$ cat src/rtl/dram_arb.sv
// dram_arb: shares one 16-bit DRAM port between video fetch, the Z80 memory
// manager and DMA. Each DRAM cycle is 4 clks long and ends on the c3 phase
// strobe; the owner of the next cycle is chosen on c3 and held for 4 clks.
//
// Optional build macro: DRAM_REFRESH_EN
//   defined   - a c3 counter schedules a refresh cycle every REF_PERIOD cycles
//   undefined - no refresh logic, o_dram_rfsh tied low
//
// Ports:
//   i_clk, i_rst          system clock, async active-high reset
//   i_c3                  phase strobe, last clk of each DRAM cycle
//   i_vid_*, o_vid_strobe video read requester
//   i_cpu_*, o_cpu_*      Z80 memory manager requester and handshake
//   i_dma_*, o_dma_*      DMA requester and handshake
//   o_dram_*, i_dram_rddata  DRAM port
//
// Owner states:
//   state     | meaning
//   OWN_IDLE  | no DRAM cycle in progress
//   OWN_VID   | video read cycle
//   OWN_CPU   | Z80 read or byte write cycle
//   OWN_DMA   | DMA word read or write cycle
//   OWN_RFSH  | refresh cycle, no data transfer
module dram_arb #(
  parameter int DMA_STARVE = 8,
  parameter int REF_PERIOD = 64
) (
  input  logic        i_clk,
  input  logic        i_rst,
  input  logic        i_c3,
  input  logic        i_vid_req,
  input  logic [20:0] i_vid_addr,
  output logic        o_vid_strobe,
  input  logic        i_cpu_req,
  input  logic        i_cpu_rnw,
  input  logic [20:0] i_cpu_addr,
  input  logic        i_cpu_wrbsel,
  input  logic [7:0]  i_cpu_wrdata,
  output logic        o_cpu_next,
  output logic        o_cpu_strobe,
  output logic        o_cpu_latch,
  output logic [15:0] o_cpu_rddata,
  input  logic        i_dma_req,
  input  logic        i_dma_rnw,
  input  logic [20:0] i_dma_addr,
  input  logic [15:0] i_dma_wrdata,
  output logic        o_dma_next,
  output logic        o_dma_strobe,
  output logic        o_dram_req,
  output logic        o_dram_rnw,
  output logic [20:0] o_dram_addr,
  output logic [1:0]  o_dram_bsel,
  output logic [15:0] o_dram_wrdata,
  input  logic [15:0] i_dram_rddata,
  output logic        o_dram_rfsh
);

  typedef enum logic [2:0] {
    OWN_IDLE,
    OWN_VID,
    OWN_CPU,
    OWN_DMA,
    OWN_RFSH
  } owner_t;

  localparam logic [3:0] STARVE_TH = 4'(DMA_STARVE);

  owner_t      r_owner;
  owner_t      w_owner_nxt;
  logic [1:0]  r_ph;
  logic [1:0]  w_ph;
  logic [3:0]  r_starve;
  logic        w_dma_force;
  logic        w_rfsh_pend;
  logic        r_rnw;
  logic [20:0] r_addr;
  logic [1:0]  r_bsel;
  logic [15:0] r_wrdata;
  logic        r_dma_next;
  logic [15:0] r_cpu_rddata;
  logic        w_cpu_rd_cycle;

  // Phase counter: 0 on the clk after c3, stops at 3 so a late c3 never
  // produces a second ph==2 strobe within one owner cycle.
  always_ff @(posedge i_clk or posedge i_rst) begin
    if (i_rst) begin
      r_ph <= 2'd0;
    end else if (i_c3) begin
      r_ph <= 2'd0;
    end else if (r_ph != 2'd3) begin
      r_ph <= r_ph + 2'd1;
    end
  end

  // An early c3 resyncs the phase to 3, suppressing a not-yet-issued strobe.
  assign w_ph = i_c3 ? 2'd3 : r_ph;

`ifdef DRAM_REFRESH_EN
  localparam int RC_W = (REF_PERIOD > 2) ? $clog2(REF_PERIOD) : 1;
  localparam logic [RC_W-1:0] RC_LAST = RC_W'(REF_PERIOD - 1);

  logic [RC_W-1:0] r_ref_cnt;
  logic [RC_W-1:0] w_ref_inc;
  logic            r_rfsh_pend;

  assign w_ref_inc = r_ref_cnt + RC_W'(1);

  // Counts c3s; the pending flag forces the following cycle to RFSH, after
  // which the count restarts so refresh lands every REF_PERIOD cycles.
  always_ff @(posedge i_clk or posedge i_rst) begin
    if (i_rst) begin
      r_ref_cnt   <= '0;
      r_rfsh_pend <= 1'b0;
    end else if (i_c3) begin
      if (r_rfsh_pend) begin
        r_ref_cnt   <= '0;
        r_rfsh_pend <= 1'b0;
      end else begin
        r_ref_cnt   <= w_ref_inc;
        r_rfsh_pend <= (w_ref_inc == RC_LAST);
      end
    end
  end

  assign w_rfsh_pend = r_rfsh_pend;
  assign o_dram_rfsh = (r_owner == OWN_RFSH);
`else
  // Constant 0 for every legal REF_PERIOD; refresh is never scheduled.
  assign w_rfsh_pend = (REF_PERIOD < 1);
  assign o_dram_rfsh = 1'b0;
`endif

  assign w_dma_force = (r_starve >= STARVE_TH);

  // Owner register
  always_ff @(posedge i_clk or posedge i_rst) begin
    if (i_rst) begin
      r_owner <= OWN_IDLE;
    end else begin
      r_owner <= w_owner_nxt;
    end
  end

  // Arbitration, evaluated only on c3
  always_comb begin
    w_owner_nxt = r_owner;
    if (i_c3) begin
      if (w_rfsh_pend) begin
        w_owner_nxt = OWN_RFSH;
      end else if (i_vid_req) begin
        w_owner_nxt = OWN_VID;
      end else if (i_dma_req && w_dma_force) begin
        w_owner_nxt = OWN_DMA;
      end else if (i_cpu_req) begin
        w_owner_nxt = OWN_CPU;
      end else if (i_dma_req) begin
        w_owner_nxt = OWN_DMA;
      end else begin
        w_owner_nxt = OWN_IDLE;
      end
    end
  end

  // DMA starvation counter: counts c3s that DMA asked for and did not get.
  always_ff @(posedge i_clk or posedge i_rst) begin
    if (i_rst) begin
      r_starve <= 4'd0;
    end else if (i_c3) begin
      if (!i_dma_req || (w_owner_nxt == OWN_DMA)) begin
        r_starve <= 4'd0;
      end else if (r_starve != 4'd15) begin
        r_starve <= r_starve + 4'd1;
      end
    end
  end

  // DRAM command registers, loaded from the winner on c3. Write data only
  // changes for write cycles; IDLE holds the previous command.
  always_ff @(posedge i_clk or posedge i_rst) begin
    if (i_rst) begin
      r_addr     <= 21'd0;
      r_rnw      <= 1'b1;
      r_bsel     <= 2'b11;
      r_wrdata   <= 16'd0;
      r_dma_next <= 1'b0;
    end else if (i_c3) begin
      r_dma_next <= (w_owner_nxt == OWN_DMA);
      case (w_owner_nxt)
        OWN_VID: begin
          r_addr <= i_vid_addr;
          r_rnw  <= 1'b1;
          r_bsel <= 2'b11;
        end
        OWN_CPU: begin
          r_addr <= i_cpu_addr;
          r_rnw  <= i_cpu_rnw;
          if (i_cpu_rnw) begin
            r_bsel <= 2'b11;
          end else begin
            r_bsel   <= i_cpu_wrbsel ? 2'b10 : 2'b01;
            r_wrdata <= {i_cpu_wrdata, i_cpu_wrdata};
          end
        end
        OWN_DMA: begin
          r_addr <= i_dma_addr;
          r_rnw  <= i_dma_rnw;
          r_bsel <= 2'b11;
          if (!i_dma_rnw) begin
            r_wrdata <= i_dma_wrdata;
          end
        end
        OWN_RFSH: begin
          r_rnw  <= 1'b1;
          r_bsel <= 2'b11;
        end
        default: begin
        end
      endcase
    end
  end

  assign w_cpu_rd_cycle = (r_owner == OWN_CPU) && r_rnw;

  // CPU read data captured at ph2 and held until the next CPU read.
  always_ff @(posedge i_clk or posedge i_rst) begin
    if (i_rst) begin
      r_cpu_rddata <= 16'd0;
    end else if (w_cpu_rd_cycle && (w_ph == 2'd2)) begin
      r_cpu_rddata <= i_dram_rddata;
    end
  end

  // Handshake outputs, decoded from the owner and phase
  always_comb begin
    o_vid_strobe = 1'b0;
    o_cpu_strobe = 1'b0;
    o_cpu_latch  = 1'b0;
    o_dma_strobe = 1'b0;
    o_cpu_rddata = r_cpu_rddata;
    case (r_owner)
      OWN_VID: o_vid_strobe = (w_ph == 2'd2);
      OWN_CPU: begin
        if (r_rnw) begin
          o_cpu_strobe = (w_ph == 2'd2);
          o_cpu_latch  = (w_ph == 2'd2) || (w_ph == 2'd3);
          // At ph2 the register has not captured yet; bypass the DRAM bus.
          if (w_ph == 2'd2) begin
            o_cpu_rddata = i_dram_rddata;
          end
        end
      end
      OWN_DMA: o_dma_strobe = (w_ph == 2'd2);
      default: begin
      end
    endcase
  end

  assign o_cpu_next    = !i_vid_req && !w_dma_force && !w_rfsh_pend;
  assign o_dma_next    = r_dma_next;
  assign o_dram_req    = (r_owner != OWN_IDLE);
  assign o_dram_rnw    = r_rnw;
  assign o_dram_addr   = r_addr;
  assign o_dram_bsel   = r_bsel;
  assign o_dram_wrdata = r_wrdata;

endmodule

$ cat config.mk
export PLATFORM = sky130hd
export DESIGN_NAME = dram_arb
export DESIGN_NICKNAME = d
export VERILOG_FILES = /design/src/rtl/dram_arb.sv
export SDC_FILE = /design/constraint.sdc
export NUM_CORES = 1
export LEC_CHECK = 0
export ABC_CLOCK_PERIOD_IN_PS = 1700
export BUFFER_PORTS_ARGS = -buffer_cell sky130_fd_sc_hd__clkbuf_2
export CORE_ASPECT_RATIO = 1.1
export CORE_UTILIZATION = 40
export CTS_CLUSTER_DIAMETER = 100
export DETAILED_ROUTE_END_ITERATION = 6
export GPL_TIMING_DRIVEN = 1
export PLACE_DENSITY = 0.79
export SKIP_LAST_GASP = 1
export SYNTH_ARGS = -nofsm -noshare
export SYNTH_HDL_FRONTEND = slang
export SYNTH_SLANG_ARGS = --single-unit
$ cat constraint.sdc
create_clock -name i_clk -period 1.7 [get_ports i_clk]
set_input_delay 0.085 -clock i_clk [delete_from_list [all_inputs] [get_ports i_clk]]
set_output_delay 0.085 -clock i_clk [all_outputs]
set_load 0.01 [all_outputs]
==> flow_metrics.tcl <==
set metrics [dict create \
    p_total_mw 5.352 \
    fmax_ghz 0.5375 \
    synth_compound_area_frac 0.09306 \
    htree_levels 3 \
    yosys-top-cells-count "dfrtp_1, nand2_1, mux2_2" \
    top_usage_layer "met2" \
    ys.flop_type "dfrtp_1" \
    synth_area_per_cell_um2 10.56 \
    die_area_um2 9118 \
    power_density_nw_per_um2 1023 \
    outcome "finished, violations left" \
    swShare 0.3043 \
    p_leak_nw 2.770 \
    rows 35 \
    synthSimpleGateAreaFrac 0.1331 \
    syn_nets 446 \
    grtUsageMet3 0.06212 \
    antenna_left 0 \
    final_layout_size_suffix_gt1_frac 0.5301 \
    max_stage_delay_ps 550 \
    critPathLaunchType "register" \
    synthCells 331 \
    worstPathRequired_ps 1620 \
    grt_max_degree 67 \
    drt_iter0_markers 49 \
    synth_top_family_by_area "multiplexers" \
    hold_viol 0 \
    chipWidth_um 91.14 \
    arrival_ps 1780 \
    drv_slew 0 \
    layout_setup_ws_ps -160.6 \
    ys_seq_elements 66 \
    core_area_um2 8408 \
    combPwrFrac 0.320 \
    antenna_cells 0 \
    hold_path.class "primary input to register" \
    multi_input_area_um2 1693 \
    synthTopCellsByArea "dfrtp_1, mux2_2, nand2_1, mux2i_1, a31oi_1" \
    die_h_um 100.1 \
    end_kind "output pin" \
    clock-sinks 66 \
    synthDominantCellAreaShare 0.4510 \
    yosys_warnings 0 \
    crit_type "register to output pin" \
    rsz0062_at_grt "yes" \
    synth_edf_count 0 \
    seq_power_share 0.396 \
    vias 3274 \
    regArea_um2 1657 \
    synth_seq_area_share 0.4735 \
    synth.distinct_cells 38 \
    clk_latency_ps 340 \
    grt.met2_usage 0.3607 \
    fin_crit_sh 1.094 \
    wirelength_um 9748 \
    routabilityCongestion 0.7611 \
    synthArstFlopShare 1.000 \
    synthAdderAreaFrac 0.01074 \
    violations "setup timing" \
    fin_crit_ps 1861 \
    clkTransAtPathRegs_ps 70 \
    post-dp-hpwl_um 6374 \
    finalClockSkew_ps 8.667 \
    synth.mux.area_fraction 0.2258 \
    ir_worst_vdd_v 0.0006573 \
    cpMaxStageDelayCell "dfstp_2" \
    grtUsageTotal 0.2001 \
    via_per_inst 4.961 \
    synth_xor_xnor_area_share 0.01002 \
    cts_buffers 9 \
    cts_root_buf "clkbuf_8" \
    worst_path_dominant_cell_family "flip-flops" \
    intPower_mw 3.723 \
    wl_per_cell_um 14.77 \
    drv_cap 0 \
    portBuffers 174 \
    netlist_area_um2 3496 \
    ctsLongestPathBuffers 2 \
    setup_viol 65 \
    grt_util_met1 0.2177 \
    cp_max_fo 17 \
    worst-path-buf-inv 2 \
    antenna_found_initial 0 \
    drc 0 \
    cp_cell_sequence "nor3b_4, nand2_2, buf_12, mux2_2, clkbuf_2" \
    grt_pass1_wl_um 14260 \
    yosys.cell_count.top_type "dfrtp_1" \
    firstDrtPassIters 5 \
    tritoncts "done" \
    switchingPower_mw 1.629 \
    start_util 0.4158 \
    synth_top_area_cell "dfrtp_1" \
    io_pins 176 \
    overflow 0 \
    n_fill_cell 721 \
    nets 659 \
    grt_pass1_vias 3115 \
    pwr-share-clk 0.284 \
    fin_setup_tns_ps -3888 \
    area_growth_pct 49.64 \
]
-- repair_timing --
item / CTS / global route
hold buffers: 17 / 0
pin swaps: 0 / 2
hold endpoints to repair: 80 / 0
setup buffers: 3 / 10
endpoints found under the setup margin: 17 / 53
gates cloned: 1 / 7
resized for setup: 2 / 20
-- sequential cells by signal, indices dropped and copies added, names as in the netlist --
signal	count
r_ph	2
r_owner	3
o_dram_rnw	1
r_starve	4
o_dram_wrdata	16
o_dram_bsel	2
o_dram_addr	21
o_dma_next	1
r_cpu_rddata	16
-- stage by stage --
step / worst slack, ps / instances / instance area (µm²) / hold WS, ps / util
after floorplan: 180.5 / 331 / 3500 / 147.2 / -
after global routing: -257.5 / 660 / 5231 / 2.501 / 0.6222
after detailed placement: 60.15 / 606 / 4513 / 198.3 / 0.5368
final: -160.6 / 660 / 5231 / 14.06 / 0.6222
after CTS: -171.7 / 643 / 4979 / 1.982 / 0.5921
after global placement: 104.6 / 606 / 4513 / 199.4 / 0.5368
-- layer usage --
layer  up-vias  wire (µm)
li1       1571          -
met1      1540       3794
met2       141       4965
met3        22        726
met4         0        261
met5         -          0
-- worst reg2reg max path: stages, from the launching register on --
cell       delay, ps
dfstp_2          550
nor3b_4          200
nand2_2          100
buf_4            140
buf_4            120
bufbuf_16        280
mux2_2           280
-- worst paths after layout --
check	start	to	slack (ps)	depth (start not counted)
worst max-delay path	o_dram_rnw	o_cpu_rddata[15]	-160	5
worst min-delay path	i_dma_wrdata[11]	o_dram_wrdata[11]	10	3
worst max register to register	o_dram_rnw	r_cpu_rddata[7]	-70	6
worst min register to register	o_dram_wrdata[13]	o_dram_wrdata[13]	490	2
max in group asynchronous	i_rst	o_dram_rnw	990	4
min in group asynchronous	i_rst	o_dram_addr[20]	380	4
-- cells in the final DEF, fill, tap and decap left out, types with 3 or more instances in the layout --
| cell | count |
|---|---|
| nand2_1 | 62 |
| mux2_2 | 53 |
| mux2i_1 | 16 |
| clkbuf_2 | 174 |
| ha_1 | 3 |
| nor2_1 | 33 |
| inv_1 | 6 |
| buf_12 | 8 |
| buf_4 | 14 |
| o21ai_1 | 16 |
| xor2_1 | 3 |
| dfrtp_1 | 62 |
| dfstp_2 | 3 |
| dlygate4sd3_1 | 17 |
| a31oi_1 | 23 |
| clkbuf_16 | 4 |
| clkbuf_8 | 11 |
-- cells by family (layout without fill, tap and decap cells) --
group                    count (synthesis)  after routing
AO/OA/AOI/OAI                           50             50
XOR/XNOR                                 4              4
adder cells (fa/ha/maj)                  3              3
buffers and inverters                   27            245
flip-flops                              66             66
multiplexers                            71             71
other                                    1              1
AND/OR/NAND/NOR                        109            109
-- cell type report --
class | count | share of cell area
repair inverters | 2 | 0.003348
well taps | 111 | 0.02655
clock buffers | 12 | 0.02966
inverters | 8 | 0.008850
repair buffers | 219 | 0.2772
multi-input cells | 238 | 0.3236
flip-flops and latches | 66 | 0.3167
clock inverters | 4 | 0.01411
-- power groups by stage --
stage	clock, mW	combinational, mW	sequential, mW
finish	1.52	1.71	2.12
global route	1.62	1.87	2.17
CTS	1.54	1.59	2.13
detailed placement	0	1.55	2.15
global placement	0	1.49	2.13
floorplan	0	0.829	2.21
Power figures use the tool's default switching activity.
